## src/rtl/a_mover.sv

```systemverilog
// a_mover: moves the "A" marker across a 10x6 tile grid in response to
// W/A/S/D key events. A cooldown timer limits the move rate. One request
// that arrives during the cooldown is remembered and evaluated when the
// cooldown expires. Rejected moves produce a bump pulse.
module a_mover #(
    parameter logic [23:0] MOVE_COOLDOWN = 24'd5_000_000,
    parameter logic [3:0]  INIT_H        = 4'd1,
    parameter logic [3:0]  INIT_V        = 4'd1
) (
    input  logic       clk,
    input  logic       rst_n,
    input  logic       key_valid,
    input  logic [8:0] last_change,
    input  logic       key_make,
    output logic [3:0] curAh,
    output logic [3:0] curAv,
    output logic       moved,
    output logic       bump
);

    // Direction index: 0 = W (up), 1 = S (down), 2 = A (left), 3 = D (right)
    localparam logic [8:0] CODE_W = 9'h01D;
    localparam logic [8:0] CODE_S = 9'h01B;
    localparam logic [8:0] CODE_A = 9'h01C;
    localparam logic [8:0] CODE_D = 9'h023;
    localparam logic [35:0] DIR_CODES = {CODE_D, CODE_A, CODE_S, CODE_W};

    localparam logic [4:0] H_MAX = 5'd9;
    localparam logic [4:0] V_MAX = 5'd5;

    typedef enum logic {
        IDLE,
        COOL
    } state_t;

    state_t      state_reg, state_next;
    logic [23:0] cnt_reg, cnt_next;
    logic [3:0]  held_reg, held_next;
    logic        pend_valid_reg, pend_valid_next;
    logic [1:0]  pend_dir_reg, pend_dir_next;
    logic [3:0]  h_reg, h_next;
    logic [3:0]  v_reg, v_next;
    logic        moved_reg, moved_next;
    logic        bump_reg, bump_next;

    logic [3:0]  key_hit;
    logic [3:0]  req_hot;
    logic        req;
    logic [1:0]  req_dir;

    logic        use_pend;
    logic [1:0]  eval_dir;
    logic [4:0]  tgt_h;
    logic [4:0]  tgt_v;
    logic        tgt_legal;
    logic        evaluate;

    // Per-direction key decode, held tracking and fresh-press detection.
    // A make on a key that is already held is a typematic repeat and does
    // not count as a request.
    generate
        for (genvar gi = 0; gi < 4; gi++) begin : g_dir
            assign key_hit[gi]   = key_valid && (last_change == DIR_CODES[gi*9 +: 9]);
            assign held_next[gi] = key_hit[gi] ? key_make : held_reg[gi];
            assign req_hot[gi]   = key_hit[gi] && key_make && !held_reg[gi];
        end
    endgenerate

    // The four codes are distinct, so at most one req_hot bit is set.
    assign req     = |req_hot;
    assign req_dir = {req_hot[3] | req_hot[2], req_hot[3] | req_hot[1]};

    // The pending request takes priority over a new one when the cooldown ends.
    assign use_pend = (state_reg == COOL) && (cnt_reg == 24'd0) && pend_valid_reg;
    assign eval_dir = use_pend ? pend_dir_reg : req_dir;

    // Target tile and legality for the direction being evaluated this cycle.
    // Working in 5 bits makes an underflow land at 31, which fails the range
    // check instead of wrapping onto the grid.
    always_comb begin
        tgt_h = {1'b0, h_reg};
        tgt_v = {1'b0, v_reg};
        case (eval_dir)
            2'd0:    tgt_v = {1'b0, v_reg} - 5'd1;
            2'd1:    tgt_v = {1'b0, v_reg} + 5'd1;
            2'd2:    tgt_h = {1'b0, h_reg} - 5'd1;
            default: tgt_h = {1'b0, h_reg} + 5'd1;
        endcase
        tgt_legal = (tgt_h <= H_MAX) && (tgt_v <= V_MAX) &&
                    !(((tgt_h % 5'd3) != 5'd0) && (tgt_v[1:0] == 2'b00));
    end

    // Next-state logic: decide whether a request is evaluated this cycle,
    // then apply the common move-or-bump outcome.
    always_comb begin
        state_next      = state_reg;
        cnt_next        = cnt_reg;
        pend_valid_next = pend_valid_reg;
        pend_dir_next   = pend_dir_reg;
        h_next          = h_reg;
        v_next          = v_reg;
        moved_next      = 1'b0;
        bump_next       = 1'b0;
        evaluate        = 1'b0;

        case (state_reg)
            IDLE: begin
                evaluate = req;
            end
            COOL: begin
                if (cnt_reg != 24'd0) begin
                    cnt_next = cnt_reg - 24'd1;
                    if (req && !pend_valid_reg) begin
                        pend_valid_next = 1'b1;
                        pend_dir_next   = req_dir;
                    end
                end else if (pend_valid_reg) begin
                    // Any new request in this cycle is dropped.
                    pend_valid_next = 1'b0;
                    evaluate        = 1'b1;
                end else if (req) begin
                    evaluate = 1'b1;
                end else begin
                    state_next = IDLE;
                end
            end
            default: begin
                state_next = IDLE;
            end
        endcase

        if (evaluate) begin
            if (tgt_legal) begin
                h_next     = tgt_h[3:0];
                v_next     = tgt_v[3:0];
                moved_next = 1'b1;
                cnt_next   = MOVE_COOLDOWN - 24'd1;
                state_next = COOL;
            end else begin
                bump_next  = 1'b1;
                state_next = IDLE;
            end
        end
    end

    // State and output registers, cleared immediately by rst_n.
    always_ff @(posedge clk or negedge rst_n) begin
        if (!rst_n) begin
            state_reg      <= IDLE;
            cnt_reg        <= 24'd0;
            held_reg       <= 4'b0000;
            pend_valid_reg <= 1'b0;
            pend_dir_reg   <= 2'd0;
            h_reg          <= INIT_H;
            v_reg          <= INIT_V;
            moved_reg      <= 1'b0;
            bump_reg       <= 1'b0;
        end else begin
            state_reg      <= state_next;
            cnt_reg        <= cnt_next;
            held_reg       <= held_next;
            pend_valid_reg <= pend_valid_next;
            pend_dir_reg   <= pend_dir_next;
            h_reg          <= h_next;
            v_reg          <= v_next;
            moved_reg      <= moved_next;
            bump_reg       <= bump_next;
        end
    end

    assign curAh = h_reg;
    assign curAv = v_reg;
    assign moved = moved_reg;
    assign bump  = bump_reg;

endmodule

```

## config.mk

```make
export PLATFORM = sky130hd
export DESIGN_NAME = a_mover
export DESIGN_NICKNAME = d
export VERILOG_FILES = /design/src/rtl/a_mover.sv
export SDC_FILE = /design/constraint.sdc
export NUM_CORES = 1
export LEC_CHECK = 0
export BUFFER_PORTS_ARGS = -buffer_cell sky130_fd_sc_hd__buf_2
export CAP_MARGIN = 25
export CORE_MARGIN = 5
export CORE_UTILIZATION = 50
export DETAILED_ROUTE_END_ITERATION = 12
export PLACE_DENSITY = 0.69
export SYNTH_ARGS = -nofsm -noshare
export SYNTH_HDL_FRONTEND = slang
export SYNTH_SLANG_ARGS = --single-unit
export TNS_END_PERCENT = 100
```

## constraint.sdc

```tcl
create_clock -name clk -period 9.1 [get_ports clk]
set_input_delay 1.82 -clock clk [delete_from_list [all_inputs] [get_ports clk]]
set_output_delay 1.82 -clock clk [all_outputs]
set_load 0.02 [all_outputs]
```

==> run metrics <==
status complete, no violations; Setup Skew 0.0111 ns; fin util 0.581; PD cells 103 nW/um2; via-per-instance ratio 5.94; Max Used Layer met4; share of flip-flops with an asynchronous set or reset 1.00; Internal 0.309 mW; CTS max path bufs 2; count of final setup violators 0; via count 2850; synth-to-layout area growth 13.0%; First-pass DRT Iterations 4; Tot Pwr 0.381 mW; synthesized cell area 3290 um2; top-count cell post-synth dfrtp_1; Worst path slowest cell or3_1; part of the cycle the worst path needs 0.952; sequential power share 0.493; CP endpoint kind register; Setup CP Type primary input to register; CTS Hold Buffers Added 0; grt ovf 0; HPWL Detailed 5520 um; leading register cell type out of synthesis dfrtp_1; Skew-Pair Late Insertion Delay 0.29 ns; DRC Markers 0; CTS root buf clkbuf_8; Final ANT Viol Nets 0; routability cong. 0.921; Metal-1 WL 3470 um; fin cells 480; Worst-path clk slew 0.08 ns; diode count 0; final WL 7490 um; hold path cells 1; Num CTS Buffers 5; top-level port count 23; peak supply drop 0.000101 V; Worst setup SP type primary input; Hold/Removal Path Class register to register; Fmax 115 MHz; crit path max fanout 7; syn nets 398; clock power share 0.473; final hold slack 0.508 ns; dpl cell area 3500 um2; Placeable Area 6390 um2; Yosys cell types 69; starting density of the core 0.514; Seq/Total Area, Yosys 0.321; share of cells above drive strength 1 0.206; pin count of the biggest net entering global routing 43; Routed WL per cell 15.6 um; Critical Path AT 8.85 ns; synthesized area per cell 8.86 um2; final hold violations 0; global-route wire length before repair 12700 um; number of port buffers 22; wire length on met2 3590 um; max FFs per register 24; H-Tree Level Count 2; dpl cells 468; Leak 1.51 nW; die area 8290 um2; sw frac 0.189; largest stage delay on the critical path 0.42 ns; Gate power share 0.034; Switch Pwr 0.0721 mW; Die Wd 91.1 um; met3 wire len 264 um; Place WS -0.0806 ns; design area 3710 um2; number of global-route vias before repair 2750; max-cap violation count 0; initial drt markers 108; fin. max-slew vios 0; Die Y 91.1 um; TritonCTS clock tree yes; Synth Register Bits 42; # nets final 429; Sum Neg Setup Slack 0 ns; EDFF count, synth 0; cell count after synthesis 371; most frequent cells after synthesis 40 x dfrtp_1, 35 x nor2_1, 24 x nand2_1, 20 x a21oi_1, 20 x xnor2_1; top cell type's share of synthesized area 0.305; Worst Tran Pin Value 0.979 ns; top cell type by total area after synthesis dfrtp_1; FP Rows 29; initial antenna violation count 0; largest cells by area after synthesis dfrtp_1 30%, xnor2_1 5.3%, ha_1 4.6%, nor2_1 4.0%, a21oi_1 3.0%; Total GRT Usage 0.181; Final WS setup 0.433 ns; Slew headroom 0.329; # clock sinks 42; number of synthesis warnings 0; Final min period 8.67 ns; WP data required 9.28 ns; Reg2Reg Depth 36
[logic make-up after synthesis]
kind of cell               Yosys count  synth area share
muxes                               18            0.0609
adders and majority gates           14            0.0579
buffers and inverters               31            0.0396
and+or+nand+nor                    156             0.270
xor gates and xnor gates            30            0.0800
DFF                                 42             0.321
AOI/OAI and AO/OA                   80             0.171
[routing by layer]
layer / track usage / vias up
met1: 0.241 / 1356
met4: 0.0697 / 0
met3: 0.0388 / 16
met5: 0 / -
met2: 0.290 / 61
li1: - / 1417
[critical path: cells and delay by family]
kind,cells,cell delay [ns]
adders and majority gates,4,1.02
AOI/OAI and AO/OA,14,2.82
xor gates and xnor gates,2,0.31
muxes,3,0.55
and+or+nand+nor,7,1.62
buffers and inverters,6,0.72
[layout make-up]
class | count | area (um2)
multi-input cells | 298 | 2130
inverters | 20 | 75.1
clock inverters | 2 | 60.1
flip-flops and latches | 42 | 1050
clock buffers | 6 | 82.6
well taps | 77 | 96.3
repair buffers | 35 | 211
fillers | 560 | 2670
[cell usage in the layout (no fill, tap or decap), types with 5 or more instances in the layout]
cell and instances:
a211o_1 5, a211oi_1 9, a21o_1 6, a21oi_1 18
buf_2 22, buf_4 12, clkbuf_8 6, dfrtp_1 40
ha_1 11, inv_1 19, mux2_2 8, mux2i_1 5
nand2_1 24, nand2b_1 11, nand3_1 12, nor2_1 35
nor3_1 13, nor4_1 10, o21ai_0 8, or2_2 6
or3b_1 6, xnor2_1 20, xor2_1 10
[timing repair]
item	in CTS	in global routing
setup buffers	0	4
endpoints found under the setup margin	0	32
resized for setup	0	9
[worst paths after layout]
path,start,end,slack [ns]
max in group asynchronous,rst_n,cnt_reg[3],6.85
min in group asynchronous,rst_n,cnt_reg[1],1.67
min reg2reg,held_reg[0],held_reg[0],0.51
min,held_reg[0],held_reg[0],0.51
max,last_change[5],curAh[3],0.43
max reg2reg,cnt_reg[0],curAh[3],0.82
[power by group through the flow]
stage                     Clock [mW]  Sequential, mW  Combinational [mW]
final                          0.180           0.188              0.0131
after global routing           0.195           0.188              0.0149
after CTS                      0.185           0.188              0.0125
after detailed placement           0           0.192              0.0125
after global placement             0           0.192              0.0122
after floorplan                    0           0.192             0.00456
Note: power is estimated with default switching activity, not from simulation.
